==> config.mk <==
export PLATFORM = sky130hd
export DESIGN_NAME = cdb_arbiter
export DESIGN_NICKNAME = d
export VERILOG_FILES = /design/src/rtl/cdb_arbiter_pkg.sv /design/src/rtl/cdb_fifo.sv /design/src/rtl/cdb_arbiter.sv
export SDC_FILE = /design/constraint.sdc
export NUM_CORES = 1
export LEC_CHECK = 0
export BUFFER_PORTS_ARGS = -buffer_cell sky130_fd_sc_hd__buf_2
export CAP_MARGIN = 20
export CORE_MARGIN = 2
export CORE_UTILIZATION = 30
export DETAILED_ROUTE_END_ITERATION = 8
export MAX_ROUTING_LAYER = met4
export PLACE_DENSITY = 0.57
export SETUP_SLACK_MARGIN = 0.15
export SYNTH_ARGS = -nofsm -noshare
export SYNTH_HDL_FRONTEND = slang
export SYNTH_SLANG_ARGS = --single-unit
==> constraint.sdc <==
create_clock -name clk -period 4 [get_ports clk]
set_input_delay 0.8 -clock clk [delete_from_list [all_inputs] [get_ports clk]]
set_output_delay 0.8 -clock clk [all_outputs]
set_load 0.005 [all_outputs]
==> src/rtl/cdb_arbiter_pkg.sv <==
// rtl/cdb_arbiter_pkg.sv - shared constants and producer encodings for the common-data-bus arbiter
package cdb_arbiter_pkg;

    localparam int ROB_W_DEF = 5;
    localparam int RES_W     = 32;

    typedef enum logic {
        CDB_SRC_ALU = 1'b0,
        CDB_SRC_LSB = 1'b1
    } cdb_src_e;

    // Recording LSB as the last winner lets the ALU take the first tie after reset/flush.
    localparam cdb_src_e LAST_GRANT_RST = CDB_SRC_LSB;

endpackage

==> src/rtl/cdb_fifo.sv <==
// rtl/cdb_fifo.sv - per-producer circular result queue with synchronous clear
module cdb_fifo #(
    parameter int DEPTH = 4,
    parameter int W     = 37
) (
    input  logic         clk,
    input  logic         clear,
    input  logic         push,
    input  logic [W-1:0] din,
    input  logic         pop,
    output logic         empty,
    output logic         full,
    output logic [W-1:0] head
);

    localparam int AW = $clog2(DEPTH);

    logic [W-1:0]  mem [DEPTH];
    logic [AW-1:0] rptr;
    logic [AW-1:0] wptr;
    logic [AW:0]   count;
    logic          do_push;
    logic          do_pop;

    // A full queue refuses a push even when it pops on the same edge.
    assign do_push = push & ~full & ~clear;
    assign do_pop  = pop & ~empty & ~clear;

    assign empty = (count == '0);
    assign full  = (count == (AW+1)'(DEPTH));
    assign head  = mem[rptr];

    always_ff @(posedge clk) begin
        if (clear) begin
            rptr  <= '0;
            wptr  <= '0;
            count <= '0;
        end else begin
            if (do_push) wptr <= wptr + 1'b1;
            if (do_pop)  rptr <= rptr + 1'b1;
            if (do_push && !do_pop)      count <= count + 1'b1;
            else if (!do_push && do_pop) count <= count - 1'b1;
        end
    end

    always_ff @(posedge clk) begin
        if (do_push) mem[wptr] <= din;
    end

endmodule

==> src/rtl/cdb_arbiter.sv <==
// rtl/cdb_arbiter.sv - round-robin merge of ALU and LSB results onto the common data bus
module cdb_arbiter
    import cdb_arbiter_pkg::*;
#(
    parameter int DEPTH = 4,
    parameter int ROB_W = ROB_W_DEF
) (
    input  logic             clk,
    input  logic             rst,
    input  logic             rdy,
    input  logic             flush,
    input  logic             alu_valid,
    input  logic [31:0]      alu_res,
    input  logic [ROB_W-1:0] alu_rob_id,
    output logic             alu_ready,
    input  logic             lsb_valid,
    input  logic [31:0]      lsb_res,
    input  logic [ROB_W-1:0] lsb_rob_id,
    output logic             lsb_ready,
    output logic             cdb_valid,
    output logic [31:0]      cdb_res,
    output logic [ROB_W-1:0] cdb_rob_id,
    output logic             cdb_src
);

    localparam int DW = RES_W + ROB_W;

    logic          clear;
    logic          active;
    logic          alu_empty, alu_full, lsb_empty, lsb_full;
    logic [DW-1:0] alu_head, lsb_head, grant_head;
    logic          grant;
    cdb_src_e      grant_src;
    cdb_src_e      last_grant;

    assign clear     = rst | flush;
    assign active    = rdy & ~clear;
    assign alu_ready = active & ~alu_full;
    assign lsb_ready = active & ~lsb_full;

    cdb_fifo #(.DEPTH(DEPTH), .W(DW)) u_alu_q (
        .clk   (clk),
        .clear (clear),
        .push  (alu_valid & alu_ready),
        .din   ({alu_res, alu_rob_id}),
        .pop   (grant && grant_src == CDB_SRC_ALU),
        .empty (alu_empty),
        .full  (alu_full),
        .head  (alu_head)
    );

    cdb_fifo #(.DEPTH(DEPTH), .W(DW)) u_lsb_q (
        .clk   (clk),
        .clear (clear),
        .push  (lsb_valid & lsb_ready),
        .din   ({lsb_res, lsb_rob_id}),
        .pop   (grant && grant_src == CDB_SRC_LSB),
        .empty (lsb_empty),
        .full  (lsb_full),
        .head  (lsb_head)
    );

    // Arbitration looks at queue state before this edge's pushes land.
    always_comb begin
        grant_src = CDB_SRC_ALU;
        if (!alu_empty && !lsb_empty)
            grant_src = (last_grant == CDB_SRC_LSB) ? CDB_SRC_ALU : CDB_SRC_LSB;
        else if (!lsb_empty)
            grant_src = CDB_SRC_LSB;
    end

    assign grant      = active & (~alu_empty | ~lsb_empty);
    assign grant_head = (grant_src == CDB_SRC_LSB) ? lsb_head : alu_head;

    always_ff @(posedge clk) begin
        if (clear) begin
            cdb_valid  <= 1'b0;
            cdb_res    <= '0;
            cdb_rob_id <= '0;
            cdb_src    <= CDB_SRC_ALU;
            last_grant <= LAST_GRANT_RST;
        end else if (rdy) begin
            cdb_valid <= grant;
            if (grant) begin
                cdb_res    <= grant_head[DW-1 -: RES_W];
                cdb_rob_id <= grant_head[ROB_W-1:0];
                cdb_src    <= grant_src;
                last_grant <= grant_src;
            end
        end
    end

endmodule

# ---- Word-level counts from Yosys, hierarchy flattened
# Memories as Yosys holds them, arrays and structs flattened. A register that Yosys moved wholly into a read port is not among the register bits.
# Cells that the tools add are included.
dict set report classes {
  n_addsub 8
  eq_ne 2
  mux 16
  n_bitwise 22
  reduce_logical 18
}
# cell count
set op_table {}
lappend op_table {{37-bit 2-to-1 mux} 1}
lappend op_table {{1-bit AND} 14}
lappend op_table {{3-bit 2-to-1 mux} 4}
lappend op_table {{2-bit by 1-bit adder with 2-bit output (second input constant)} 4}
lappend op_table {{2-bit 2-to-1 mux} 4}
lappend op_table {{1-bit logical AND} 7}
lappend op_table {{1-bit 2-to-1 mux} 7}
lappend op_table {{3-bit by 1-bit adder with 3-bit output (second input constant)} 2}
lappend op_table {{3-bit equality test (second input constant)} 2}
lappend op_table {{1-bit zero test} 6}
lappend op_table {{3-bit zero test} 2}
lappend op_table {{1-bit inverter} 6}
lappend op_table {{3-bit by 1-bit subtractor with 3-bit output (second input constant)} 2}
lappend op_table {{2-bit nonzero test} 2}
lappend op_table {{1-bit bitwise OR} 2}
lappend op_table {{2-bit AND reduction} 1}
dict set report totals {
  register_bits 54
  mem_bits_rw 296
  input_bits 80
  output_inout_bits 41
  wordCells 79
  mem_count 2
}
# name depth word_bits read_ports rd_clocked_by_memory_dff wr line_no
set mem_list {}
lappend mem_list {u_alu_q.mem 4 37 1 1 1 cdb_fifo.sv:18} ;# logic [W-1:0] mem [DEPTH];
lappend mem_list {u_lsb_q.mem 4 37 1 1 1 cdb_fifo.sv:18}

# ---- Longest topological paths before layout
# Gate-level depths: netlist (run 1).
dict set report logic_depth {
  word_depth 11
  depth_mapped 11
  mapped_depth_nobuf 9
}

# ---- Hierarchy
# From an unflattened synthesis (run 1), not the netlist that was laid out.
dict set report unflattened {
  hier_cells 639
  hier_area_um2 13452.9
}
# module instances cells_per_inst area_each_um2 seq_area_each_um2
set by_module_without_submodules {}
lappend by_module_without_submodules {cdb_fifo 2 243 5869.4 4624.4}
lappend by_module_without_submodules {cdb_arbiter 1 153 1714.1 800.8}

# ---- Worst setup path after synthesis (run 1)
# No wires, ideal clock.
dict set report synth_path {
  path_type {in2reg}
  startpoint {in flush}
  endpoint {mem u_alu_q.mem[0][0], enable pin}
  setup_ns 0.398
  arrival_time_ns 2.641
  required_time_ns 3.602
  slack_ns 0.961
  stages 3
  path_buffers 0
  path_cell_list {or3b_1 -> a211oi_2 -> and2_1}
}
dict set report synth_between {
  elab_chain_len 9
}
# item line_no
set synth_rtl {}
lappend synth_rtl {{from (decl)} cdb_arbiter.sv:11} ;# input logic flush,
lappend synth_rtl {{1-bit bitwise OR (*)} cdb_arbiter.sv:36} ;# assign clear = rst | flush;
lappend synth_rtl {{1-bit inverter (*)} {cdb_fifo.sv:26, cdb_arbiter.sv:37}}
lappend synth_rtl {{1-bit AND} cdb_arbiter.sv:37} ;# assign active = rdy & ~clear;
lappend synth_rtl {{1-bit AND} cdb_arbiter.sv:38} ;# assign alu_ready = active & ~alu_full;
lappend synth_rtl {{1-bit AND} cdb_arbiter.sv:44} ;# .push (alu_valid & alu_ready),
lappend synth_rtl {{1-bit AND} cdb_fifo.sv:26} ;# assign do_push = push & ~full & ~clear;
lappend synth_rtl {{1-bit AND (*)} cdb_fifo.sv:26}
lappend synth_rtl {{via u_alu_q.do_push} cdb_fifo.sv:22} ;# logic do_push;
lappend synth_rtl {{1-bit 2-to-1 mux (*)} cdb_fifo.sv:47} ;# if (do_push) mem[wptr] <= din;
lappend synth_rtl {{1-bit 2-to-1 mux (implied by the code) (*)} cdb_fifo.sv:47}
lappend synth_rtl {{to (decl)} cdb_fifo.sv:18}
# Mark *: on every way through the listed nets, which the timed path passes. The rest lies on a longest branch.

# ---- Worst setup path in the final report (run 1)
dict set report layout_path {
  startpoint {in rdy}
  endpoint {reg u_lsb_q.count[2]}
}
dict set report layout_between {
  elab_chain_len 8
  word_cells_on_any_way 15
  cone_classes {1 x mux; 8 x bitwise; 6 x reduce/logical}
}
# item line_no
set layout_rtl {}
lappend layout_rtl {{from (decl)} cdb_arbiter.sv:10} ;# input logic rdy,
lappend layout_rtl {{1-bit AND (*)} cdb_arbiter.sv:37}
lappend layout_rtl {{1-bit AND (*)} cdb_arbiter.sv:39} ;# assign lsb_ready = active & ~lsb_full;
lappend layout_rtl {{1-bit AND (*)} cdb_arbiter.sv:55} ;# .push (lsb_valid & lsb_ready),
lappend layout_rtl {{1-bit AND (*) (2 in a row)} cdb_fifo.sv:26}
lappend layout_rtl {{via u_lsb_q.do_push} cdb_fifo.sv:22}
lappend layout_rtl {{1-bit zero test} cdb_fifo.sv:42} ;# else if (!do_push && do_pop) count <= count - 1'b1;
lappend layout_rtl {{1-bit logical AND} cdb_fifo.sv:42}
lappend layout_rtl {{2-bit nonzero test (no source line)} --}
lappend layout_rtl {{to (signal assigned)} cdb_fifo.sv:41} ;# if (do_push && !do_pop) count <= count + 1'b1;
lappend layout_rtl {{to (signal assigned)} cdb_fifo.sv:42}
lappend layout_rtl {{to (decl)} cdb_fifo.sv:21} ;# logic [AW:0] count;
# Marks and branches as above.
# A chain may end at the register's enable or synchronous reset.

==> results by group, run 1 <==
Outcome
  – Outcome: finished clean

Placement
  – Routability Congestion: 0.688
  – Post-DP HPWL: approximately 18 mm
  – I/O Buffers: 120
  – DP Area: about 15000 um^2

Clocking
  – Reg clk slew, reported paths: about 0.06 ns
  – CTS tree: yes
  – Clock latency on the worst-skew pair: 0.53 ns
  – Longest Clk Path Bufs: 3
  – Clock sink count: between 300 and 400
  – Hold_buf cts: 0
  – CTS Buf Count: 38
  – Post-CTS Setup Repair Bufs: 0
  – Cts repair resizes: 0
  – H-tree levels: 2
  – Root Driver: clkbuf_16

Pwr
  – Int Pwr: 6.10 mW
  – Clock power share: a little under half
  – Combinational fraction of design power: around 2.1%
  – Sw Ratio: about a fifth
  – Leak: just over 5 nW
  – PD cells: between 400 and 500 nW/um^2
  – VDD IR max: 0.262 mV
  – Sequential Power Share: between 50% and 60%
  – Switch Pwr: around 1.5 mW
  – Total power: ~7.6 mW

Setup path
  – CP endpoint kind: register
  – Crit path cell chain: buf_2 > or3b_1 > a211oi_2 > buf_4 > ha_1 > inv_1 > fa_1 > xor2_1 > or3_1 > a21oi_1
  – CP max stage cell: or3b_1
  – Worst-case reg-to-reg path depth: 9
  – Reg2Reg Launch Point: u_alu_q.count[2]$_SDFFE_PP0P_
  – Flop2flop setup slack: about 1.5 ns
  – Critical path endpoint: u_lsb_q.count[2]$_SDFFE_PP0P_
  – Worst path max stage delay: 0.49 ns
  – Crit path arrival time: between 3 and 4 ns
  – RR Endpoint: u_alu_q.count[2]$_SDFFE_PP0P_
  – CP required: between 4 and 5 ns
  – Crit path kind: input pin to register
  – Startpoint types: input pin
  – Critical Path Source: rdy
  – Crit-path max FO: 7

Yosys
  – Adder-Cell Fraction of Synth Area: about 1.3%
  – Yosys top cell by area: edfxtp_1
  – Post-synth ARST share: 0%
  – Post-synth design cell area: approximately 13000 um^2
  – Mapped Cells: between 600 and 700
  – Number of synthesized flops with an enable pin: approximately 300
  – Yosys reg bits: 354
  – Synth Net Count: 757
  – Syn avg cell area: between 15 and 20 um^2
  – Commonest register cell after synthesis: edfxtp_1
  – Multiplexer share of the synthesized area: a little over an eighth
  – Synth Area in Compound Gates: 4.67%
  – Area contributors post-synth: edfxtp_1, mux4_2, dfxtp_1
  – Sequential share of the synthesized area: 76.6%
  – Most numerous cell in the Yosys netlist: edfxtp_1
  – Post-Synth XOR/XNOR Area: 0.467%
  – Largest family of logic cells by synthesized area: multiplexers
  – Synth warnings: 0
  – Post-synth top cells: edfxtp_1, mux4_2, dfxtp_1
  – Post-synth top area share: between 60% and 70%
  – Post-synth cell types: 34
  – Synth Area in Simple Gates: about 2.5%

Timing
  – Fmax: approximately 370 MHz
  – Fin Clk Skew: between 0.008 and 0.009 ns
  – Fin. max-slew vios: 0
  – Minimum clock period after layout: around 2.7 ns
  – Final Hold Viols: 0
  – Setup-failing EPs final: 0
  – Final period util: around two thirds
  – Max_slew headroom: between 40% and 50%
  – Final setup TNS: 0 ns
  – Worst-Margin Slew: 0.834 ns
  – RSZ-0062 raised after global routing: false

Route
  – Highest metal used: met4
  – Detailed Route WL: about 30 mm
  – Total vias in the final route: 6536
  – Met1 Routed Length: 13.3 mm
  – Wire length on met3: about 1.6 mm
  – Final ANT Viol Nets: 0
  – Wire length on met2: 14.1 mm
  – Wire per inst: just over 20 um
  – Drt first-iter violations: 390
  – DR vias/cell: around 4.6
  – # DRC: 0
  – 1st-pass router iterations: 4

Global route
  – Initial antenna violation count: 5
  – Pin count of the biggest net entering global routing: just over 40
  – Vias in the first global route: roughly 7000
  – First-pass GRT wire length: 43.6 mm
  – GR Overflow Total: 0
  – Total Routing Usage GR: a little over an eighth

Floorplanning
  – Num rows: 76
  – Core area: 43200 um^2
  – Die span in y: between 200 and 250 um
  – Die area: between 40000 and 50000 um^2
  – Die width: between 200 and 250 um
  – Initial Utilization: just over 30%
  – Top-Level Pins: around 120

Layout
  – NumNets Final: ~900
  – Design area: 15800 um^2
  – Share of post-route cells with drive strength above 1: between 30% and 40%
  – Layout Utilization: 36.5%
  – P&R area growth vs syn: 20.2%

Job
  – Number of max-cap violations: 0

Worst hold path
  – Worst min path class: register to register
-- state kept, by name, indices dropped and copies added, names as in the netlist, named ones only --
register       cells
u_lsb_q.count      3
u_lsb_q.wptr       2
cdb_rob_id         5
u_lsb_q.mem      148
last_grant         1
cdb_res           32
u_alu_q.count      3
u_alu_q.mem      148
cdb_src            1
u_alu_q.wptr       2
cdb_valid          1
u_lsb_q.rptr       2
u_alu_q.rptr       2
-- power by group through the flow --
stage	clock network, mW	registers [mW]	logic [mW]
2_1_floorplan	0	4.10	0.0600
3_3_place_gp	0	4.10	0.159
3_5_place_dp	0	4.10	0.163
4_1_cts	3.52	4.02	0.164
5_1_grt	3.67	4.02	0.176
6_report	3.43	4.02	0.160
-- metrics by stage --
stage / worst slack, ns / cells / hold slack [ns]
final: 1.31 / 1429 / 0.447
after global routing: 1.18 / 1427 / 0.462
after CTS: 1.33 / 1422 / 0.450
after detailed placement: 0.765 / 1353 / 0.442
after global placement: 0.802 / 1352 / 0.439
after floorplan: 0.961 / 665 / 0.434
-- layer usage --
metal / vias to the layer above / GRT usage (%)
li1: 2971 / -
met1: 3365 / 17.4
met2: 155 / 22.0
met3: 45 / 3.38
met4: 0 / 3.57
met5: - / -
-- cells by family after synthesis --
family / count (synthesis)
AO/OA/AOI/OAI: 95
XOR/XNOR: 7
adder cells (fa/ha/maj): 12
buffers and inverters: 45
flip-flops: 354
multiplexers: 78
AND/OR/NAND/NOR: 74
-- worst min-delay path by stage --
stage / startpoint / to / slack (ns) / cells after the start
after floorplan: u_lsb_q.rptr[0]$_SDFFE_PP0P_ / register / 0.43 / 1
after global placement: cdb_res[0]$_SDFFE_PP0P_ / cdb_res[0]$_SDFFE_PP0P_ / 0.44 / 2
final: cdb_rob_id[1]$_SDFFE_PP0P_ / cdb_rob_id[1]$_SDFFE_PP0P_ / 0.45 / 2
after detailed placement: cdb_res[16]$_SDFFE_PP0P_ / cdb_res[16]$_SDFFE_PP0P_ / 0.44 / 2
after global routing: alu_res[18] / u_alu_q.mem[0][23]$_DFFE_PP_ / 0.46 / 1
after CTS: cdb_rob_id[4]$_SDFFE_PP0P_ / cdb_rob_id[4]$_SDFFE_PP0P_ / 0.45 / 2
-- cell type report --
type	instances	area [um^2]
inverters	11	41.3
repair buffers	138	811
diodes	6	15.0
clock inverters	18	174
fillers	4081	27400
clock buffers	51	1040
well taps	585	732
multi-input cells	266	2900
flip-flops and latches	354	10100
-- worst max-delay path, delay by kind of cell --
kind	cells	cell delay [ns]
AO/OA/AOI/OAI	2	0.39
XOR/XNOR	1	0.17
adder cells (fa/ha/maj)	2	0.61
buffers and inverters	3	0.38
AND/OR/NAND/NOR	2	0.80
-- layout by cell type (no fill, tap or decap), drive strengths merged --
| cell | synthesis | final |
|---|---|---|
| mux2i | 4 | 4 |
| edfxtp | 296 | 296 |
| diode | 0 | 6 |
| xnor2 | 3 | 3 |
| a211oi | 4 | 4 |
| a21bo | 1 | 1 |
| o211a | 1 | 1 |
| bufinv | 0 | 3 |
| or3b | 1 | 1 |
| a21oi | 44 | 44 |
| nor3 | 1 | 1 |
| inv | 11 | 15 |
| buf | 15 | 138 |
| dfxtp | 58 | 58 |
| o21ai | 6 | 6 |
| nor2 | 16 | 16 |
| or2 | 1 | 1 |
| xor2 | 4 | 4 |
| clkinv | 0 | 11 |
| nand2 | 39 | 39 |
| a211o | 1 | 1 |
| mux4 | 74 | 74 |
| ha | 10 | 10 |
| a22oi | 38 | 38 |
| nor3b | 1 | 1 |
| or3 | 6 | 6 |
| clkbuf | 19 | 51 |
| fa | 2 | 2 |
| and2 | 8 | 8 |
| nand3b | 1 | 1 |
No activity file was read; power rests on OpenSTA's default activity.
==> run 2, diff against run 1 <==
Clock period 4 ns to 2.7 ns, I/O delays scaled along.
==> run 2 against run 1 <==
- clock skew grew 0.014 ns
- sequential share of layout area is 1.1 points lower
- die area unchanged
- total power rose by 49%
- largest power group unchanged
==> results by group, run 2 (same netlist as run 1, synthesis figures left out) <==
Outcome
  – Outcome: finished clean

Global route
  – Vias in the first global route: 7024 (-0.48%)
  – Initial antenna violation count: 6 (+1)
  – Pin count of the biggest net entering global routing: 41 (unchanged)
  – M1 GR Usage: 17.7% (+0.31 points)
  – Grt peak-use layer: met2
  – First-pass GRT wire length: 44.6 mm (+2.2%)
  – Total Routing Usage GR: 14.0% (+0.34 points)
  – GR Overflow Total: 0 (unchanged)
  – Met2 usage: 22.3% (+0.28 points)
  – GR Util met3: 3.44% (+0.059 points)

Route
  – Drt first-iter violations: 404 (+3.6%)
  – # DRC: 0 (unchanged)
  – DR vias/cell: 4.59 (+0.43%)
  – Wire per inst: 20.9 um (+0.85%)
  – 1st-pass router iterations: 4 (unchanged)
  – Detailed Route WL: 30.1 mm (+1.9%)
  – Total vias in the final route: 6633 (+1.5%)
  – Final ANT Viol Nets: 0 (unchanged)

Clocking
  – Clock sink count: 354 (unchanged)
  – Clock latency on the worst-skew pair: 0.55 ns (+0.02 ns)
  – Hold_buf cts: 0 (unchanged)
  – Post-CTS Setup Repair Bufs: 0 (unchanged)
  – CTS Buf Count: 39 (+2.6%)
  – CTS tree: yes
  – Longest Clk Path Bufs: 3 (unchanged)
  – Reg clk slew, reported paths: 0.06 ns (about the same)
  – Root Driver: clkbuf_16
  – Cts repair resizes: 0 (unchanged)
  – H-tree levels: 2 (unchanged)

Layout
  – Top flop regs: u_alu_q.mem x148, u_lsb_q.mem x148, cdb_res x32
  – NumNets Final: 918 (+1.9%)
  – Commonest non-fill, non-tap cell in the layout: edfxtp_1
  – P&R area growth vs syn: 22.3%
  – Most frequent cells in the layout: edfxtp_1, buf_2, mux4_2, dfxtp_1, a21oi_1
  – Design area: 16100 um^2 (+1.8%)
  – Share of post-route cells with drive strength above 1: 36.2% (+2.1 points)

Placement
  – Routability Congestion: 0.702 (+2.2%)
  – DP Area: 14800 um^2 (+1.9%)
  – Post-DP HPWL: 18.9 mm (+2.6%)
  – I/O Buffers: 120 (unchanged)
  – Pre-CTS setup slack: 0.0300 ns (-0.735 ns)

Timing
  – Fin. max-slew vios: 0 (unchanged)
  – PnR worst setup slack: 0.348 ns (-0.959 ns)
  – Fmax: 425 MHz
  – RSZ-0062 raised after global routing: false
  – Final period util: 87.1%
  – Minimum clock period after layout: about 2.4 ns
  – Final Hold Viols: 0 (unchanged)
  – Setup-failing EPs final: 0 (unchanged)
  – Fin Clk Skew: 0.0224 ns (+0.0140 ns)
  – Worst-Margin Slew: 0.837 ns (+0.00327 ns)
  – Final setup TNS: 0 ns (unchanged)
  – Max_slew headroom: 44.0% (-0.43 points)

Pwr
  – Leak: 5.18 nW (+2.1%)
  – PD cells: 708 nW/um^2 (+47%)
  – VDD IR max: 0.484 mV (+85%)

Job
  – Number of max-cap violations: 0 (unchanged)

Floorplanning
  – Top-Level Pins: 121 (unchanged)
  – Die width: 213 um (unchanged)
  – Num rows: 76 (unchanged)
  – Die span in y: 213 um (unchanged)
  – Initial Utilization: 30.4% (unchanged)
  – Core area: 43200 um^2 (unchanged)
  – Die area: 45400 um^2 (unchanged)

Setup path
  – CP endpoint kind: register
  – Crit path cell chain: nor3_1 > a211oi_4 > inv_2 > ha_2 > inv_1 > fa_2 > xor2_1 > or3_1 > a21oi_1
  – Crit-path max FO: 5 (-2)
  – CP max stage cell: nor3_1
  – CP required: 3.17 ns (-1.30 ns)
  – Startpoint types: register
  – Worst path max stage delay: 0.48 ns (about the same)
  – Crit path arrival time: 2.82 ns (-0.34 ns)
  – Crit path kind: register to register

Worst hold path
  – Worst min path class: input pin to register
==> run 2: cell types whose count changed in the layout (fill, tap and decap cells not counted), sizes merged <==
cell,change
inv,-3
clkbuf,+1
diode,-1
clkinv,-1
bufinv,+1
clkinvlp,+2
buf,+16
==> run 2: final timing paths <==
path | from | end | slack (ns) | cells past startpoint
worst min-delay path | alu_res[6] | u_alu_q.mem[2][11]$_DFFE_PP_ | 0.21 | 1
worst min register to register | cdb_rob_id[4]$_SDFFE_PP0P_ | cdb_rob_id[4]$_SDFFE_PP0P_ | 0.44 | 2
worst max register to register | u_lsb_q.count[0]$_SDFFE_PP0P_ | u_lsb_q.count[2]$_SDFFE_PP0P_ | 0.35 | 9
worst max-delay path | u_lsb_q.count[0]$_SDFFE_PP0P_ | u_lsb_q.count[2]$_SDFFE_PP0P_ | 0.35 | 9
==> run 2: area by class of cell <==
| cell class | instances | area (um^2) |
|---|---|---|
| fillers | 4092 | 27100 |
| flip-flops and latches | 354 | 10100 |
| multi-input cells | 266 | 2940 |
| clock buffers | 52 | 1040 |
| repair buffers | 154 | 1030 |
| well taps | 585 | 732 |
| clock inverters | 17 | 194 |
| inverters | 11 | 41.3 |
| diodes | 5 | 12.5 |
==> run 2: per-stage QoR <==
stage | power (mW) | utilization [%] | hold slack [ns] | cells
6_report | 11.4 | 37.2 | 0.212 | 1444
5_1_grt | 11.8 | 37.2 | 0.192 | 1444
4_1_cts | 11.5 | 37.1 | 0.175 | 1439
3_5_place_dp | 6.31 | 34.3 | 0.444 | 1370
3_3_place_gp | 6.30 | 34.3 | 0.438 | 1370
2_1_floorplan | 6.16 | - | 0.434 | 665
==> run 2: power by group <==
part	leakage, nW	internal, mW	switching, mW
logic	1.44	0.0988	0.142
registers	3.14	5.94	0.0124
clock network	0.602	3.10	2.07
==> run 2: layer usage <==
metal	routed length, um	vias up
li1	-	3011
met1	13200	3439
met2	14700	141
met3	1580	42
met4	650	0
met5	0	-
==> run 2: critical path: cells and delay by family, from the launching register on <==
kind | cells | cell delay [ns]
and+or+nand+nor | 2 | 0.79
adders and majority gates | 2 | 0.57
DFF | 1 | 0.37
AOI/OAI and AO/OA | 2 | 0.21
buffers and inverters | 2 | 0.18
xor gates and xnor gates | 1 | 0.17
==> run 3, diff against run 2 <==
--- a/config.mk
+++ b/config.mk
@@ -7,3 +7,3 @@
 export LEC_CHECK = 0
-export BUFFER_PORTS_ARGS = -buffer_cell sky130_fd_sc_hd__buf_2
+export BUFFER_PORTS_ARGS = -buffer_cell sky130_fd_sc_hd__buf_4
 export CAP_MARGIN = 20
==> constraint.sdc (replaced) <==
create_clock -name clk -period 2.7 [get_ports clk]
set_input_delay 0.405 -clock clk [delete_from_list [all_inputs] [get_ports clk]]
set_output_delay 0.405 -clock clk [all_outputs]
set_load 0.005 [all_outputs]
==> run 3 against run 2 <==
- routed wire length increased by 2.6%
- via count up 0.33%
- maximum frequency decreased by 1.6%
- critical endpoint is now u_alu_q.count[2]$_SDFFE_PP0P_
- largest cell class unchanged
- largest power group unchanged
==> results by group, run 3 (same netlist as run 1, synthesis figures left out) <==
Outcome
  – Outcome: finished clean

Pwr
  – PD cells: 700 nW/um^2 (-1.2%)
  – Switch Pwr: 2.25 mW (+1.1%)
  – Clock power share: 45.5% (about the same)
  – Sw Ratio: 19.7% (+0.11 points)
  – Leak: 5.25 nW (+1.4%)
  – Total power: 11.4 mW (+0.50%)
  – VDD IR max: 0.549 mV (+13%)
  – Int Pwr: 9.17 mW (+0.36%)
  – Sequential Power Share: 52.1% (-0.3 points)
  – Combinational fraction of design power: 2.4% (+0.3 points)

Setup path
  – Crit path arrival time: 2.86 ns (+0.04 ns)
  – Crit-path max FO: 6 (+1)
  – CP required: 3.17 ns (about the same)
  – Crit path kind: register to register
  – CP endpoint kind: register
  – Reg2Reg Launch Point: u_alu_q.count[2]$_SDFFE_PP0P_
  – Startpoint types: register
  – Critical Path Source: u_alu_q.count[2]$_SDFFE_PP0P_

Timing
  – Final Hold Viols: 0 (unchanged)
  – Fmax: 418 MHz (-1.6%)
  – Fin Clk Skew: 0.0103 ns (-0.0121 ns)
  – RSZ-0062 raised after global routing: false
  – Final setup TNS: 0 ns (unchanged)
  – Minimum clock period after layout: 2.39 ns (+0.0376 ns)
  – Final period util: 88.5% (+1.4 points)
  – Max_slew headroom: 54.2% (+10 points)
  – Setup-failing EPs final: 0 (unchanged)
  – Worst-Margin Slew: 0.687 ns (-0.150 ns)
  – Fin. max-slew vios: 0 (unchanged)

Global route
  – First-pass GRT wire length: 45.8 mm (+2.8%)
  – Vias in the first global route: 7096 (+1.0%)
  – GR Overflow Total: 0 (unchanged)
  – Initial antenna violation count: 1 (-5)
  – Pin count of the biggest net entering global routing: 41 (unchanged)
  – Total Routing Usage GR: 14.4% (+0.36 points)

Placement
  – Routability Congestion: 0.711 (+1.3%)
  – I/O Buffers: 120 (unchanged)
  – Post-DP HPWL: 19.2 mm (+1.5%)

Floorplanning
  – Initial Utilization: 30.4% (unchanged)
  – Core area: 43200 um^2 (unchanged)
  – Top-Level Pins: 121 (unchanged)
  – Die area: 45400 um^2 (unchanged)
  – Die span in y: 213 um (unchanged)
  – Num rows: 76 (unchanged)
  – Die width: 213 um (unchanged)

Route
  – Total vias in the final route: 6655 (+0.33%)
  – Detailed Route WL: 30.9 mm (+2.6%)
  – 1st-pass router iterations: 4 (unchanged)
  – Drt first-iter violations: 439 (+8.7%)
  – Final ANT Viol Nets: 0 (unchanged)
  – # DRC: 0 (unchanged)
  – DR vias/cell: 4.61 (+0.33%)
  – Wire per inst: 21.4 um (+2.6%)

Layout
  – P&R area growth vs syn: 24.4%
  – Top flop regs: u_alu_q.mem x148, u_lsb_q.mem x148, cdb_res x32
  – Commonest non-fill, non-tap cell in the layout: edfxtp_1
  – Share of post-route cells with drive strength above 1: 36.0% (-0.17 points)
  – NumNets Final: 922 (+0.44%)
  – Most frequent cells in the layout: edfxtp_1, buf_4, mux4_2, dfxtp_1, a21oi_1

Clocking
  – Reg clk slew, reported paths: 0.06 ns (about the same)
  – CTS tree: yes
  – Longest Clk Path Bufs: 3 (unchanged)
  – H-tree levels: 2 (unchanged)
  – Hold_buf cts: 0 (unchanged)
  – Clock sink count: 354 (unchanged)
  – Clock latency on the worst-skew pair: 0.54 ns (about the same)
  – CTS Buf Count: 39 (unchanged)
  – Root Driver: clkbuf_16

Job
  – Number of max-cap violations: 0 (unchanged)

Worst hold path
  – Worst min path class: input pin to register
  – Hold wc startpoint: alu_res[16]
run 3: layer usage:
metal | vias to the layer above | share of wire, % | GRT usage (%)
li1 | 3011 | - | -
met1 | 3451 | 44 | 18.2
met2 | 156 | 49 | 23.1
met3 | 37 | 5.6 | 3.53
met4 | 0 | 1.6 | 3.90
met5 | - | 0 | -
run 3: timing repair:
| item | in CTS | in global routing |
|---|---|---|
| resized for setup | 0 | 2 |
| endpoints found under the setup margin | 0 | 2 |
| setup buffers | 0 | 0 |
run 3: cell type report:
type	instances	area (um^2)
sequential	354	10100
clock buffer	53	1080
tap	585	732
antenna	1	2.50
timing repair buffer	158	1340
fill	4032	26800
clock inverter	16	169
inverter	11	41.3
multi-input combinational	266	2910
run 3: power by group through the flow:
| stage | Clock, mW | Combinational [mW] | Sequential, mW |
|---|---|---|---|
| after floorplan | 0 | 0.0891 | 6.07 |
| after global routing | 5.58 | 0.308 | 5.95 |
| after global placement | 0 | 0.275 | 6.07 |
| after detailed placement | 0 | 0.284 | 6.07 |
| final | 5.20 | 0.278 | 5.95 |
| after CTS | 5.35 | 0.285 | 5.95 |
run 3: per-stage QoR:
stage / hold WS, ns / utilization [%] / std cells / setup slack, ns / area (um^2)
CTS: 0.0298 / 37.8 / 1443 / 0.199 / 16300
global placement: 0.439 / 34.9 / 1374 / 0.0747 / 15100
detailed placement: 0.445 / 34.9 / 1374 / 0.0362 / 15100
floorplan: 0.434 / - / 665 / 0.0595 / 13100
finish: 0.0658 / 37.8 / 1444 / 0.310 / 16300
global route: 0.0409 / 37.8 / 1444 / 0.197 / 16300
run 3: path summary, 6_finish.rpt:
kind	end	slack, ns	depth (start not counted)
hold reg to reg	cdb_res[3]$_SDFFE_PP0P_	0.45	2
hold / removal	u_alu_q.mem[3][21]$_DFFE_PP_	0.07	1
setup / recovery	u_alu_q.count[2]$_SDFFE_PP0P_	0.31	9
setup reg to reg	u_alu_q.count[2]$_SDFFE_PP0P_	0.31	9
run 3: worst max-delay path: stages (launching register included):
cell	delay, ns
dfxtp_1	0.34
or3_4	0.46
o211a_2	0.17
inv_1	0.07
ha_1	0.18
inv_1	0.07
fa_1	0.43
xor2_1	0.15
or3_1	0.31
a21oi_1	0.14
